[config.mk]
export PLATFORM = sky130hd
export DESIGN_NAME = bus_cycle_sequencer
export DESIGN_NICKNAME = d
export VERILOG_FILES = /design/src/rtl/bus_cycle_sequencer.sv
export SDC_FILE = /design/constraint.sdc
export NUM_CORES = 1
export LEC_CHECK = 0
export BUFFER_PORTS_ARGS = -buffer_cell sky130_fd_sc_hd__buf_2
export CAP_MARGIN = 20
export CORE_MARGIN = 2
export CORE_UTILIZATION = 40
export CTS_BUF_LIST = sky130_fd_sc_hd__clkbuf_16
export DETAILED_ROUTE_END_ITERATION = 8
export PLACE_DENSITY = 0.64
export SLEW_MARGIN = 0
export SYNTH_ARGS = -nofsm -noshare
export SYNTH_HDL_FRONTEND = slang
export SYNTH_SLANG_ARGS = --single-unit
[constraint.sdc]
create_clock -name clk -period 3.3 [get_ports clk]
set_clock_uncertainty 0.1 [all_clocks]
set_input_delay 0.66 -clock clk [delete_from_list [all_inputs] [get_ports clk]]
set_output_delay 0.66 -clock clk [all_outputs]
set_load 0.05 [all_outputs]
[src/rtl/bus_cycle_sequencer.sv]
// bus_cycle_sequencer: machine-cycle timing generator for the MCU51 core.
// Produces phase / S-state / remaining-cycle count and the registered external
// bus strobes (ale, psen_n, rd_n, wr_n) for NSTATE S-states per machine cycle.
// MOVX instructions replace the second fetch half of machine cycle 1 with a
// data strobe and idle the first half of machine cycle 2.
// Optional macro SEQ_WAIT_EN: when defined, a low ready at the last data-strobe
// clock freezes the sequence (bounded by WAIT_MAX clocks, wait_timeout pulse).
// When undefined, ready is ignored and wait_timeout is tied low.
module bus_cycle_sequencer #(
   parameter int NSTATE   = 6,
   parameter int CYC_W    = 2,
   parameter int WAIT_MAX = 7
) (
   input  logic                      clk,
   input  logic                      reset,
   input  logic [CYC_W-1:0]          cycles_in,
   input  logic                      movx,
   input  logic                      movx_wr,
   input  logic                      ready,
   output logic                      phase,
   output logic [$clog2(NSTATE)-1:0] s_state,
   output logic [CYC_W-1:0]          cycles,
   output logic                      ale,
   output logic                      psen_n,
   output logic                      rd_n,
   output logic                      wr_n,
   output logic                      op_load,
   output logic                      wait_timeout
);

   localparam int SW = $clog2(NSTATE);
   localparam int H  = NSTATE / 2;

   localparam logic [SW-1:0] S_LAST = SW'(NSTATE - 1);
   localparam logic [SW-1:0] S_HALF = SW'(H);
   localparam logic [SW-1:0] S_ONE  = SW'(1);
   localparam logic [SW-1:0] S_TWO  = SW'(2);

   // Kind of the current machine cycle as far as the bus is concerned.
   // MC_DATA is only entered after the MOVX decode is sampled at S1 P2, so the
   // first fetch half of a MOVX machine cycle 1 is always a normal fetch.
   typedef enum logic [1:0] {
      MC_FETCH  = 2'd0,
      MC_DATA   = 2'd1,
      MC_IDLE_A = 2'd2
   } mc_t;

   mc_t                mode, mode_nx;
   logic               first_mc, first_nx;
   logic               dir_wr, dir_wr_nx;
   logic               phase_nx;
   logic [SW-1:0]      s_nx;
   logic [CYC_W-1:0]   cyc_nx;
   logic               freeze;

   // Strobe decode of the next state (registered so the pins never glitch).
   logic               half_b;
   logic [SW-1:0]      hpos;
   logic               win;
   logic               ale_nx, psen_nx, rd_nx, wr_nx, op_nx;

`ifdef SEQ_WAIT_EN
   localparam int WCW = $clog2(WAIT_MAX + 1);
   localparam logic [WCW-1:0] W_LIM = WCW'(WAIT_MAX);

   logic [WCW-1:0]     wcnt, wcnt_nx;
   logic               tmo_nx;
   logic               strobe_end;
`else
   // ready has no function without wait-state support.
   logic               unused_ready;
   assign unused_ready = ready;
`endif

   // Next-state computation: wait handling, S-state sequencing, decode sampling
   // and the strobe pattern of the state being entered.
   always_comb begin
      phase_nx  = phase;
      s_nx      = s_state;
      cyc_nx    = cycles;
      mode_nx   = mode;
      first_nx  = first_mc;
      dir_wr_nx = dir_wr;
      freeze    = 1'b0;
`ifdef SEQ_WAIT_EN
      wcnt_nx    = wcnt;
      tmo_nx     = 1'b0;
      strobe_end = (mode == MC_DATA) && (s_state == S_LAST) && phase;
      // The last data-strobe clock stretches while the device is not ready.
      // A ready arriving together with the limit counts as a normal release.
      if (strobe_end) begin
         if (ready) begin
            wcnt_nx = '0;
         end else if (wcnt == W_LIM) begin
            wcnt_nx = '0;
            tmo_nx  = 1'b1;
         end else begin
            wcnt_nx = wcnt + WCW'(1);
            freeze  = 1'b1;
         end
      end
`endif

      if (!freeze) begin
         phase_nx = ~phase;
         if (phase) begin
            if (s_state == S_LAST) begin
               s_nx     = '0;
               first_nx = (cycles == '0);
               if (cycles != '0) begin
                  cyc_nx = cycles - CYC_W'(1);
               end
               mode_nx = (mode == MC_DATA) ? MC_IDLE_A : MC_FETCH;
            end else begin
               s_nx = s_state + S_ONE;
            end
            // Decode of a new instruction is taken only at S1 P2 of its first
            // machine cycle; later S1 states ignore it.
            if ((s_state == '0) && first_mc) begin
               cyc_nx    = cycles_in;
               mode_nx   = movx ? MC_DATA : MC_FETCH;
               dir_wr_nx = movx_wr;
               first_nx  = 1'b0;
            end
         end
      end

      // Position inside the bus half-cycle the next state belongs to.
      if (s_nx >= S_HALF) begin
         half_b = 1'b1;
         hpos   = s_nx - S_HALF;
      end else begin
         half_b = 1'b0;
         hpos   = s_nx;
      end
      // Strobe window: P2 of the half's second state through P2 of its last.
      win = ((hpos == S_ONE) && phase_nx) || (hpos >= S_TWO);

      ale_nx  = (hpos == '0);
      psen_nx = ~win;
      rd_nx   = 1'b1;
      wr_nx   = 1'b1;
      if (!half_b && (mode_nx == MC_IDLE_A)) begin
         ale_nx  = 1'b0;
         psen_nx = 1'b1;
      end
      if (half_b && (mode_nx == MC_DATA)) begin
         psen_nx = 1'b1;
         if (dir_wr_nx) begin
            wr_nx = ~win;
         end else begin
            rd_nx = ~win;
         end
      end
      op_nx = (s_nx == S_LAST) && phase_nx && (cyc_nx == '0) && !freeze;
   end

   // Sequencer state and registered bus strobes.
   always_ff @(posedge clk) begin
      if (reset) begin
         phase    <= 1'b0;
         s_state  <= S_LAST;
         cycles   <= '0;
         mode     <= MC_FETCH;
         first_mc <= 1'b1;
         dir_wr   <= 1'b0;
         ale      <= 1'b0;
         psen_n   <= 1'b1;
         rd_n     <= 1'b1;
         wr_n     <= 1'b1;
         op_load  <= 1'b0;
      end else begin
         phase    <= phase_nx;
         s_state  <= s_nx;
         cycles   <= cyc_nx;
         mode     <= mode_nx;
         first_mc <= first_nx;
         dir_wr   <= dir_wr_nx;
         ale      <= ale_nx;
         psen_n   <= psen_nx;
         rd_n     <= rd_nx;
         wr_n     <= wr_nx;
         op_load  <= op_nx;
      end
   end

`ifdef SEQ_WAIT_EN
   // Wait counter and one-clock timeout pulse.
   always_ff @(posedge clk) begin
      if (reset) begin
         wcnt         <= '0;
         wait_timeout <= 1'b0;
      end else begin
         wcnt         <= wcnt_nx;
         wait_timeout <= tmo_nx;
      end
   end
`else
   assign wait_timeout = 1'b0;
`endif

endmodule

# --- Word level (Yosys, flattened, before mapping) ---
# Cells that the tools add are included.
classes:
  n_addsub: 3
  n_mul: 0
  n_div: 0
  n_lt_le_gt_ge: 2
  n_eq_ne: 6
  shift: 0
  mux: 17
  bitwise_logic: 4
  n_reduce_logical: 19
op_table:
  columns: ["cell", "n"]
  rows:
  - ["2-to-1 mux 2 bit", 8]
  - ["2-to-1 mux 3 bit", 3]
  - ["OR reduction 3 bit", 3]
  - ["== test 3 bit (second input constant)", 2]
  - ["greater-or-equal comparator 3 x 2 -> 1 bit (second input constant)", 2]
  - ["logical AND 1 bit", 6]
  - ["zero test 3 bit", 2]
  - ["2-to-1 mux 1 bit", 6]
  - ["== test 2 x 1 -> 1 bit (second input constant)", 2]
  - ["zero test 2 bit", 2]
  - ["inverter 1 bit", 4]
  - ["nonzero test 2 bit", 2]
  - ["adder 3 x 1 -> 3 bit (second input constant)", 1]
  - ["== test 3 x 1 -> 1 bit (second input constant)", 1]
  - ["subtractor 3 x 2 -> 3 bit (second input constant)", 1]
  - ["== test 2 bit (second input constant)", 1]
  - ["AND reduction 2 bit", 1]
  - ["OR reduction 2 bit", 1]
  - ["subtractor 2 x 1 -> 2 bit (second input constant)", 1]
  - ["zero test 1 bit", 1]
  - ["logical OR 1 bit", 1]
totals:
  register_bits: 15
  latchBits: 0
  ramBits: 0
  romBits: 0
  inputBits: 7
  output_inout_bits: 12
  mem_count: 0

# --- Logic depth before layout (Yosys ltp) ---
# Gate-level depths: netlist (run 1).
depth:
  depth_word: 9
  mapped_depth: 12
  depth_no_buf: 11

# --- Least setup slack after synthesis (run 1) ---
# OpenSTA, ideal clock, no wires.
synth_path:
  path_kind: "register to register"
  startpoint: "register s_state[0]"
  endpoint: "register rd_n"
  arrival_time_ns: 2.514
  slack_ns: 0.559
  stages_incl_launch_ff: 12
  path_buffers: 1
  synth_period_minus_slack_ns: 2.741
  cell_sequence: "dfxtp_1 > buf_2 > nand3_1 > o21ai_0 > ha_1 > inv_1 > ha_1 > nor3_1 > nor3_1 > o21ai_1 > nand2_1 > or3b_1"
synth_between:
  elab_chain_len: 9
  elab_cells_between_ends: 24
  classes_between: "add/sub (2); order compare (2); eq/ne (3); mux (9); bitwise (2); reduce/logical (6)"
synth_rtl:
  columns: ["element", "line", "text"]
  rows:
  - ["start, declared", "21", "output logic [$clog2(NSTATE)-1:0] s_state,"]
  - ["start signal, assigned", "174", "s_state <= s_nx;"]
  - ["adder 3 x 1 -> 3 bit or == test 3 bit (tied branches)", "115, 107", null]
  - ["2-to-1 mux 3 bit (*)", "107", "if (s_state == S_LAST) begin"]
  - ["2-to-1 mux 3 bit (*)", "106", "if (phase) begin"]
  - ["named net s_nx[1]", "52", "logic [SW-1:0] s_nx;"]
  - ["branches (longest 6 deep; another with subtractor 3 x 2 -> 3 bit)", null, null]
  - ["end signal, assigned", "181", "rd_n <= rd_nx;"]
  - ["end, declared", "25", "output logic rd_n,"]
# Mark *: on every way through the listed nets, which the timed path passes.
# A chain may end at the register's enable or synchronous reset.

# --- Worst setup path after layout (run 1) ---
# Same ends and word-level chain as after synthesis.

==> results of run 1 <==
## layout make-up
class | count | area share
Timing Repair Buffer | 16 | 0.0851
Tap cell | 27 | 0.0359
Inverter | 7 | 0.0279
Clock inverter | 1 | 0.00532
Clock buffer | 3 | 0.0798
Sequential cell | 15 | 0.319
Multi-Input combinational cell | 67 | 0.447
## report_power, final
group          switching (W)  internal (W)
registers          0.0000148      0.000193
logic              0.0000766     0.0000335
clock network      0.0000744      0.000162
total               0.000166      0.000388
## worst register-to-register path, delay by kind of cell, from the launching register on
kind | cells | cell delay, ns
and+or+nand+nor | 5 | 0.86
DFF | 1 | 0.57
AOI/OAI and AO/OA | 2 | 0.53
adders and majority gates | 2 | 0.43
buffers and inverters | 1 | 0.05
## final timing paths
check / depth (start not counted) / endpoint / slack (ns) / start
worst max-delay path: 10 / rd_n / 0.63 / s_state[0]
worst min register to register: 2 / first_mc / 0.39 / first_mc
worst max register to register: 10 / rd_n / 0.63 / s_state[0]
worst min-delay path: 2 / first_mc / 0.39 / first_mc
## cell families (layout without fill, tap and decap cells)
group,after synthesis,count (layout),share of synthesized area
AND/OR/NAND/NOR,39,39,0.254
AO/OA/AOI/OAI,19,19,0.157
flip-flops,15,15,0.382
buffers and inverters,13,27,0.0842
adder cells (fa/ha/maj),4,4,0.0636
multiplexers,3,3,0.0429
other,1,1,0.00476
XOR/XNOR,1,1,0.0111
## flip-flops by register name, indices dropped and copies added, names as in the netlist
| register | count |
|---|---|
| ale | 1 |
| cycles | 2 |
| dir_wr | 1 |
| first_mc | 1 |
| mode | 2 |
| op_load | 1 |
| phase | 1 |
| psen_n | 1 |
| rd_n | 1 |
| s_state | 3 |
| wr_n | 1 |
## cells in the mapped netlist (all sizes together), types with 2 or more instances
cell type / count / area (um2)
inv: 7 / 26.3
nor2b: 4 / 27.5
nor3: 4 / 20.0
ha: 4 / 50.1
o21ai: 8 / 40.0
nand2: 8 / 30.0
nor2: 11 / 41.3
buf: 5 / 36.3
mux2i: 3 / 33.8
and2: 2 / 12.5
nand3: 3 / 15.0
a21oi: 3 / 18.8
dfxtp: 15 / 300
nand3b: 2 / 15.0
## cell usage in the layout, fill, tap and decap left out, types with 2 or more instances in the layout
master     synthesis  routed
nand3b_1           2       2
inv_1              6       6
o21ai_1            2       2
buf_2              2      16
dfxtp_1           15      15
nor3_1             4       4
clkbuf_16          0       3
o21ai_0            6       6
nor2_1            11      11
mux2i_1            2       2
a21oi_1            2       2
nor2b_1            3       3
and2_1             2       2
ha_1               4       4
nand3_1            3       3
nand2_1            8       8
## per-stage QoR
step | setup WS (ns) | instances | util | total power (W)
final | 0.631 | 136 | 0.495 | 0.000554
after global routing | 0.349 | 136 | 0.495 | 0.000578
after global placement | 0.671 | 132 | 0.453 | 0.000319
after detailed placement | 0.641 | 132 | 0.453 | 0.000322
after floorplan | 0.559 | 95 | - | 0.000300
after CTS | 0.631 | 136 | 0.495 | 0.000557
## per-layer routing
| metal | GRT usage | routed length (um) | up-vias |
|---|---|---|---|
| li1 | - | - | 352 |
| met1 | 0.190 | 793 | 310 |
| met2 | 0.269 | 776 | 13 |
| met3 | 0.0401 | 59 | 4 |
| met4 | 0.0714 | 23 | 0 |
| met5 | 0 | 0 | - |
==> results.sh, run 1 <==
export IMPL_clock_sinks=15
export IMPL_period_needed_ns=2.67
export IMPL_synthFlopType="dfxtp_1"
export IMPL_drtAntennaViolNets=0
export IMPL_die_h_um=48.4
export IMPL_slew_violations=0
export IMPL_outcome="finished, final reports clean"
export IMPL_vias=679
export IMPL_cts_max_level=1
export IMPL_crit_path_cell_trace="nand3_1, o21ai_0, ha_1, inv_1, ha_1, nor3_1, nor3_1, o21ai_1, nand2_1, or3b_1"
export IMPL_synth_edf_count=0
export IMPL_cts_inserted_buffers=3
export IMPL_ios=19
export IMPL_grt_pass1_vias=660
export IMPL_fillCellCount=201
export IMPL_end_kind="flip-flop"
export IMPL_critPathKind="reg2reg"
export IMPL_cts_resized=0
export IMPL_drt_total_wl_um=1650
export IMPL_fin_setup_tns_ns=0
export IMPL_yosysWarningCount=0
export IMPL_synthToLayoutAreaGrowth_pct=19.6
export IMPL_fp_dieW_um=48.4
export IMPL_max_freq_mhz=375
export IMPL_numPortBuffers=16
export IMPL_drc_errors=0
export IMPL_seq_area_frac_synth=0.382
export IMPL_worst_setup_path_start_kind="flip-flop"
export IMPL_seq_area_um2=300
export IMPL_ys_types=37
export IMPL_start_util=0.414
export IMPL_syn_avg_cell_area_um2=8.28
export IMPL_crit_required_ns=3.33
export IMPL_hold_buffers=0
export IMPL_syn_area_um2=787
export IMPL_crit_arrival_ns=2.70
export IMPL_rows=16
export IMPL_grt_pass1_wl_um=2880
export IMPL_setup_violations=0
export IMPL_placed_area_um2=861
export IMPL_grt_use_total=0.159
export IMPL_wl_per_cell_um=12.1
export IMPL_clk_pin_slew_worst_paths_ns=0.05
export IMPL_final_area_um2=941
export IMPL_viasPerCell=4.99
export IMPL_place_congestion=0.779
export IMPL_antenna_found_initial=0
export IMPL_cp_top_family="simple AND/OR/NAND/NOR gates"
export IMPL_nets=121
export IMPL_p_leak_nw=0.397
export IMPL_cts_setup_buffers=0
export IMPL_drv_cap=0
export IMPL_ys_ff_latch=15
export IMPL_multiInputGateArea_um2=420
export IMPL_drive_gt1_frac=0.220
export IMPL_rsz0062_at_grt="no"
export IMPL_dieArea_mm2=0.00234
export IMPL_hold_path_class="reg2reg"
export IMPL_path_buf_inv=1
export IMPL_synthArstFlopShare=0
export IMPL_slowest_stage="dfxtp_1"
export IMPL_whs_ns=0.387
export IMPL_power_density_mw_per_mm2=589
export IMPL_insertion_delay_ns=0.25
export IMPL_timing_hold_violations_final=0
export IMPL_drtIter0Drc=10
export IMPL_syn_num_nets=106
export IMPL_period_share=0.809
export IMPL_n_antenna_cell=0
export IMPL_cts_tree="done"
export IMPL_cp_max_fo=14
export IMPL_grt_overflow=0
export IMPL_grt_max_degree=15
export IMPL_hpwl_um=1230
export IMPL_syn_inst=95
export IMPL_cts_buffer_depth=2
export IMPL_root_buffer="clkbuf_16"
export IMPL_slowest_delay_ns=0.57
export IMPL_coreArea_mm2=0.00190
export IMPL_peakVddDrop_v=0.000259
export IMPL_first_pass_iters=4
(Power assumes the default switching activity.)
==> inputs of run 2 (changes only) <==
- clock period: 3.3 -> 2.58 ns (I/O delays scaled with it)
==> run 2 against run 1 <==
Setup slack worse by 0.41 ns. Count of clock-buffer cells in the layout did not move. Register-to-register slack lost 0.41 ns. Routed wire length fell by 1.2%. Critical endpoint unchanged. Highest routed layer unchanged.
==> results.sh, run 2 (synthesis gave the netlist of run 1 again) <==
export IMPL_ios=19
export IMPL_drive_gt1_frac=0.277
export IMPL_n_antenna_cell=0
export IMPL_power_density_mw_per_mm2=738
export IMPL_grt_max_degree=15
export IMPL_fin_setup_tns_ns=0
export IMPL_cts_setup_buffers=0
export IMPL_cts_inserted_buffers=3
export IMPL_numPortBuffers=16
export IMPL_grt_overflow=0
export IMPL_hpwl_um=1240
export IMPL_grt_pass1_wl_um=2730
export IMPL_wl_per_cell_um=11.7
export IMPL_grt_use_total=0.152
export IMPL_synthToLayoutAreaGrowth_pct=23.7
export IMPL_antenna_found_initial=0
export IMPL_period_share=0.913
export IMPL_first_pass_iters=4
export IMPL_slowest_delay_ns=0.42
export IMPL_cts_tree="done"
export IMPL_fp_dieW_um=48.4
export IMPL_hold_buffers=0
export IMPL_viasPerCell=5.01
export IMPL_nets=124
export IMPL_outcome="finished, final reports clean"
export IMPL_reg2reg_slack_ns=0.23
export IMPL_met1_usage=0.168
export IMPL_place_congestion=0.777
export IMPL_layout_common_cells="buf_2 (16), dfxtp_1 (12), nor2_1 (11)"
export IMPL_cts_buffer_depth=2
export IMPL_r2r_start="s_state[0]"
export IMPL_vias=696
export IMPL_crit_required_ns=2.60
export IMPL_cts_resized=0
export IMPL_dieArea_mm2=0.00234
export IMPL_slew_violations=0
export IMPL_placed_area_um2=887
export IMPL_crit_arrival_ns=2.38
export IMPL_period_needed_ns=2.35
export IMPL_mostFrequentLayoutCell="buf_2"
export IMPL_clock_sinks=15
export IMPL_critPathKind="reg2reg"
export IMPL_crit_path_cell_trace="nand3_1, o21ai_0, ha_1, inv_1, ha_1, nor3_1, nor3_1, o21ai_2, nand2_1, or3b_1"
export IMPL_coreArea_mm2=0.00190
export IMPL_largest_reg_flops=3
export IMPL_final_area_um2=973
export IMPL_drc_errors=0
export IMPL_largestRegisters="s_state x3, cycles x2, mode x2"
export IMPL_drv_cap=0
export IMPL_cts_max_level=1
export IMPL_drt_total_wl_um=1630
export IMPL_worst_setup_path_start_kind="flip-flop"
export IMPL_r2r_cells=10
export IMPL_grt_most_used_layer="met2"
export IMPL_root_buffer="clkbuf_16"
export IMPL_grt_pass1_vias=650
export IMPL_hold_path_class="reg2reg"
export IMPL_rsz0062_at_grt="no"
export IMPL_peakVddDrop_v=0.000695
export IMPL_grt_use_met3=0.0617
export IMPL_timing_hold_violations_final=0
export IMPL_die_h_um=48.4
export IMPL_fillCellCount=186
export IMPL_slowest_stage="dfxtp_4"
export IMPL_drtIter0Drc=8
export IMPL_grtUsageMet2=0.269
export IMPL_p_leak_nw=0.412
export IMPL_path_buf_inv=1
export IMPL_whs_path_depth=1
export IMPL_rows=16
export IMPL_end_kind="flip-flop"
export IMPL_cp_top_family="simple AND/OR/NAND/NOR gates"
export IMPL_setup_violations=0
export IMPL_drtAntennaViolNets=0
export IMPL_top_register="s_state"
export IMPL_start_util=0.414
export IMPL_insertion_delay_ns=0.24
export IMPL_cp_max_fo=14
export IMPL_clk_pin_slew_worst_paths_ns=0.05
export IMPL_max_freq_mhz=425
export IMPL_rr_endpoint="rd_n"
export IMPL_hold_end="phase"
export IMPL_worstHoldStart="phase"
run 2: changes by cell type in the layout (fill, tap and decap cells not counted):
cell	previous run	this run
buf_4	0	3
dfxtp_1	15	12
dfxtp_2	0	2
dfxtp_4	0	1
o21ai_1	2	1
o21ai_2	0	1
run 2: worst max-delay path by stage:
stage                     startpoint      to  cells past startpoint
after floorplan           s_state[0]    rd_n                     11
after global placement    s_state[0]    rd_n                     10
after detailed placement  s_state[0]    rd_n                     10
after CTS                 s_state[0]    rd_n                     10
after global routing      s_state[0]  psen_n                     10
final                     s_state[0]    rd_n                     10
run 2: layout make-up:
class / count / area [um2] / area share
Clock buffer: 3 / 75.1 / 0.0771
Clock inverter: 1 / 5.00 / 0.00514
Sequential cell: 15 / 307 / 0.315
Multi-Input combinational cell: 67 / 424 / 0.436
Tap cell: 27 / 33.8 / 0.0347
Timing Repair Buffer: 19 / 103 / 0.105
Inverter: 7 / 26.3 / 0.0270
run 2: report_power, final:
group / internal [W] / total (W) / leakage [nW] / switching (W)
clock: 0.000207 / 0.000300 / 0.0409 / 0.0000928
sequential: 0.000248 / 0.000261 / 0.123 / 0.0000132
combinational: 0.0000505 / 0.000157 / 0.249 / 0.000107
total: 0.000505 / 0.000718 / 0.412 / 0.000213
run 2: worst reg2reg max path, delay by kind of cell (launching register included):
| kind | cells | cell delay, ns |
|---|---|---|
| compound gates | 2 | 0.39 |
| flops | 1 | 0.42 |
| fa+ha+maj | 2 | 0.44 |
| simple gates | 5 | 0.84 |
| buf+inv | 1 | 0.05 |
run 2: metal layers:
| metal | part of all wire | vias up |
|---|---|---|
| met4 | 0.0074 | 0 |
| met5 | 0 | - |
| li1 | - | 360 |
| met3 | 0.057 | 2 |
| met2 | 0.50 | 14 |
| met1 | 0.43 | 320 |
run 2: stage by stage:
step | hold WS (ns) | total power, W | utilization | worst slack, ns | cells
final | 0.359 | 0.000718 | 0.512 | 0.226 | 139
after global routing | 0.402 | 0.000757 | 0.512 | 0.0125 | 139
after CTS | 0.364 | 0.000727 | 0.509 | 0.0959 | 139
after detailed placement | 0.356 | 0.000420 | 0.466 | 0.102 | 135
after global placement | 0.353 | 0.000418 | 0.466 | 0.157 | 135
after floorplan | 0.336 | 0.000385 | - | 0.0396 | 95
==> inputs of run 3 (changes only) <==
- CORE_UTILIZATION: 40 -> 30
- PLACE_DENSITY: 0.64 -> 0.51
==> run 3 against run 2 <==
Flip-flop and latch count did not move. Hold slack better by 0.022 ns. Design area unchanged. Non-clock buffer count stayed put. Sequential power is essentially flat. First-iteration DRC count grew 63%. Die area up 30%. Routed wire length increased by 2.6%. Utilization fell by 12 points. Critical endpoint unchanged. Largest power group unchanged. Highest routed layer unchanged.
==> results.sh, run 3 (synthesis gave the netlist of run 1 again) <==
export IMPL_start_util=0.318
export IMPL_nets=124
export IMPL_path_buf_inv=1
export IMPL_synthToLayoutAreaGrowth_pct=23.7
export IMPL_rsz0062_at_grt="no"
export IMPL_period_needed_ns=2.36
export IMPL_peakVddDrop_v=0.000455
export IMPL_ios=19
export IMPL_cts_max_level=1
export IMPL_outcome="finished, final reports clean"
export IMPL_grt_pass1_wl_um=2880
export IMPL_drtIter0Drc=13
export IMPL_critPathKind="reg2reg"
export IMPL_layout_common_cells="buf_2 (16), dfxtp_1 (12), nor2_1 (11)"
export IMPL_hold_buffers=0
export IMPL_crit_path_cell_trace="nand3_1, o21ai_1, ha_1, inv_1, ha_1, nor3_1, nor3_1, o21ai_1, nand2_1, or3b_1"
export IMPL_power_density_mw_per_mm2=740
export IMPL_reg2reg_slack_ns=0.22
export IMPL_crit_required_ns=2.60
export IMPL_drc_errors=0
export IMPL_cts_buffer_depth=2
export IMPL_drv_cap=0
export IMPL_grt_overflow=0
export IMPL_cp_max_fo=14
export IMPL_place_congestion=0.830
export IMPL_vias=694
export IMPL_cp_top_family="simple AND/OR/NAND/NOR gates"
export IMPL_largest_reg_flops=3
export IMPL_numPortBuffers=16
export IMPL_worst_setup_path_start_kind="flip-flop"
export IMPL_top_register="s_state"
export IMPL_max_freq_mhz=424
export IMPL_slowest_delay_ns=0.42
export IMPL_rows=18
export IMPL_grt_pass1_vias=658
export IMPL_drtAntennaViolNets=0
export IMPL_cts_inserted_buffers=3
export IMPL_clk_pin_slew_worst_paths_ns=0.05
export IMPL_cts_tree="done"
export IMPL_drt_total_wl_um=1680
export IMPL_antenna_found_initial=0
export IMPL_fin_setup_tns_ns=0
export IMPL_largestRegisters="s_state x3, cycles x2, mode x2"
export IMPL_grt_use_total=0.120
export IMPL_n_antenna_cell=0
export IMPL_setup_violations=0
export IMPL_p_leak_nw=0.412
export IMPL_final_area_um2=973
export IMPL_die_h_um=55.2
export IMPL_mostFrequentLayoutCell="buf_2"
export IMPL_fp_dieW_um=55.2
export IMPL_crit_arrival_ns=2.38
export IMPL_timing_hold_violations_final=0
export IMPL_coreArea_mm2=0.00248
export IMPL_hpwl_um=1310
export IMPL_drive_gt1_frac=0.268
export IMPL_viasPerCell=4.89
export IMPL_placed_area_um2=891
export IMPL_first_pass_iters=4
export IMPL_hold_path_class="reg2reg"
export IMPL_p_total_w=0.000720
export IMPL_root_buffer="clkbuf_16"
export IMPL_period_share=0.914
export IMPL_slew_violations=0
export IMPL_end_kind="flip-flop"
export IMPL_dieArea_mm2=0.00305
export IMPL_wl_per_cell_um=11.8
export IMPL_insertion_delay_ns=0.24
export IMPL_grt_max_degree=15
export IMPL_clock_sinks=15
export IMPL_slowest_stage="dfxtp_4"
run 3: changes by cell type in the layout (fill, tap and decap cells not counted):
cell,change
o21ai_0,-1
o21ai_1,+2
o21ai_2,-1
run 3: report_power, final:
part	switching [W]	leakage, nW	internal (W)
sequential	0.0000131	0.123	0.000248
clock	0.0000962	0.0409	0.000207
combinational	0.000106	0.248	0.0000496
total	0.000216	0.412	0.000504
run 3: cell type report:
type                    count  area [um2]
clock buffers               3        75.1
clock inverters             1        5.00
fillers                   262        1500
inverters                   7        26.3
multi-input cells          67         420
flip-flops and latches     15         307
well taps                  30        37.5
repair buffers             19         103
run 3: worst paths after layout:
kind | startpoint | end | cells after the start
max | s_state[0] | rd_n | 10
min | first_mc | first_mc | 2
max reg2reg | s_state[0] | rd_n | 10
min reg2reg | first_mc | first_mc | 2
run 3: metal layers:
metal | GRT usage | up-vias | share of wire
met2 | 0.190 | 15 | 0.48
met4 | 0.0418 | 0 | 0.0066
met5 | 0 | - | 0
li1 | - | 357 | -
met1 | 0.150 | 320 | 0.48
met3 | 0.0398 | 2 | 0.039
run 3: worst min-delay path, delay by kind of cell (launching register included):
| family | cells | cell delay [ns] |
|---|---|---|
| AND/OR/NAND/NOR | 1 | 0.05 |
| AO/OA/AOI/OAI | 1 | 0.07 |
| flip-flops | 1 | 0.34 |
run 3: metrics by stage:
| stage | worst slack, ns | std cells | util | hold slack [ns] |
|---|---|---|---|---|
| final | 0.222 | 142 | 0.393 | 0.381 |
| after global routing | 0.0384 | 142 | 0.393 | 0.415 |
| after CTS | 0.0748 | 142 | 0.392 | 0.376 |
| after detailed placement | 0.0762 | 138 | 0.360 | 0.369 |
| after global placement | 0.154 | 138 | 0.360 | 0.357 |
| after floorplan | 0.0396 | 95 | - | 0.336 |
run 3: timing repair:
action,4_1_cts,5_1_grt
setup buffers,0,0
setup endpoints to repair,0,3
resized for setup,0,2
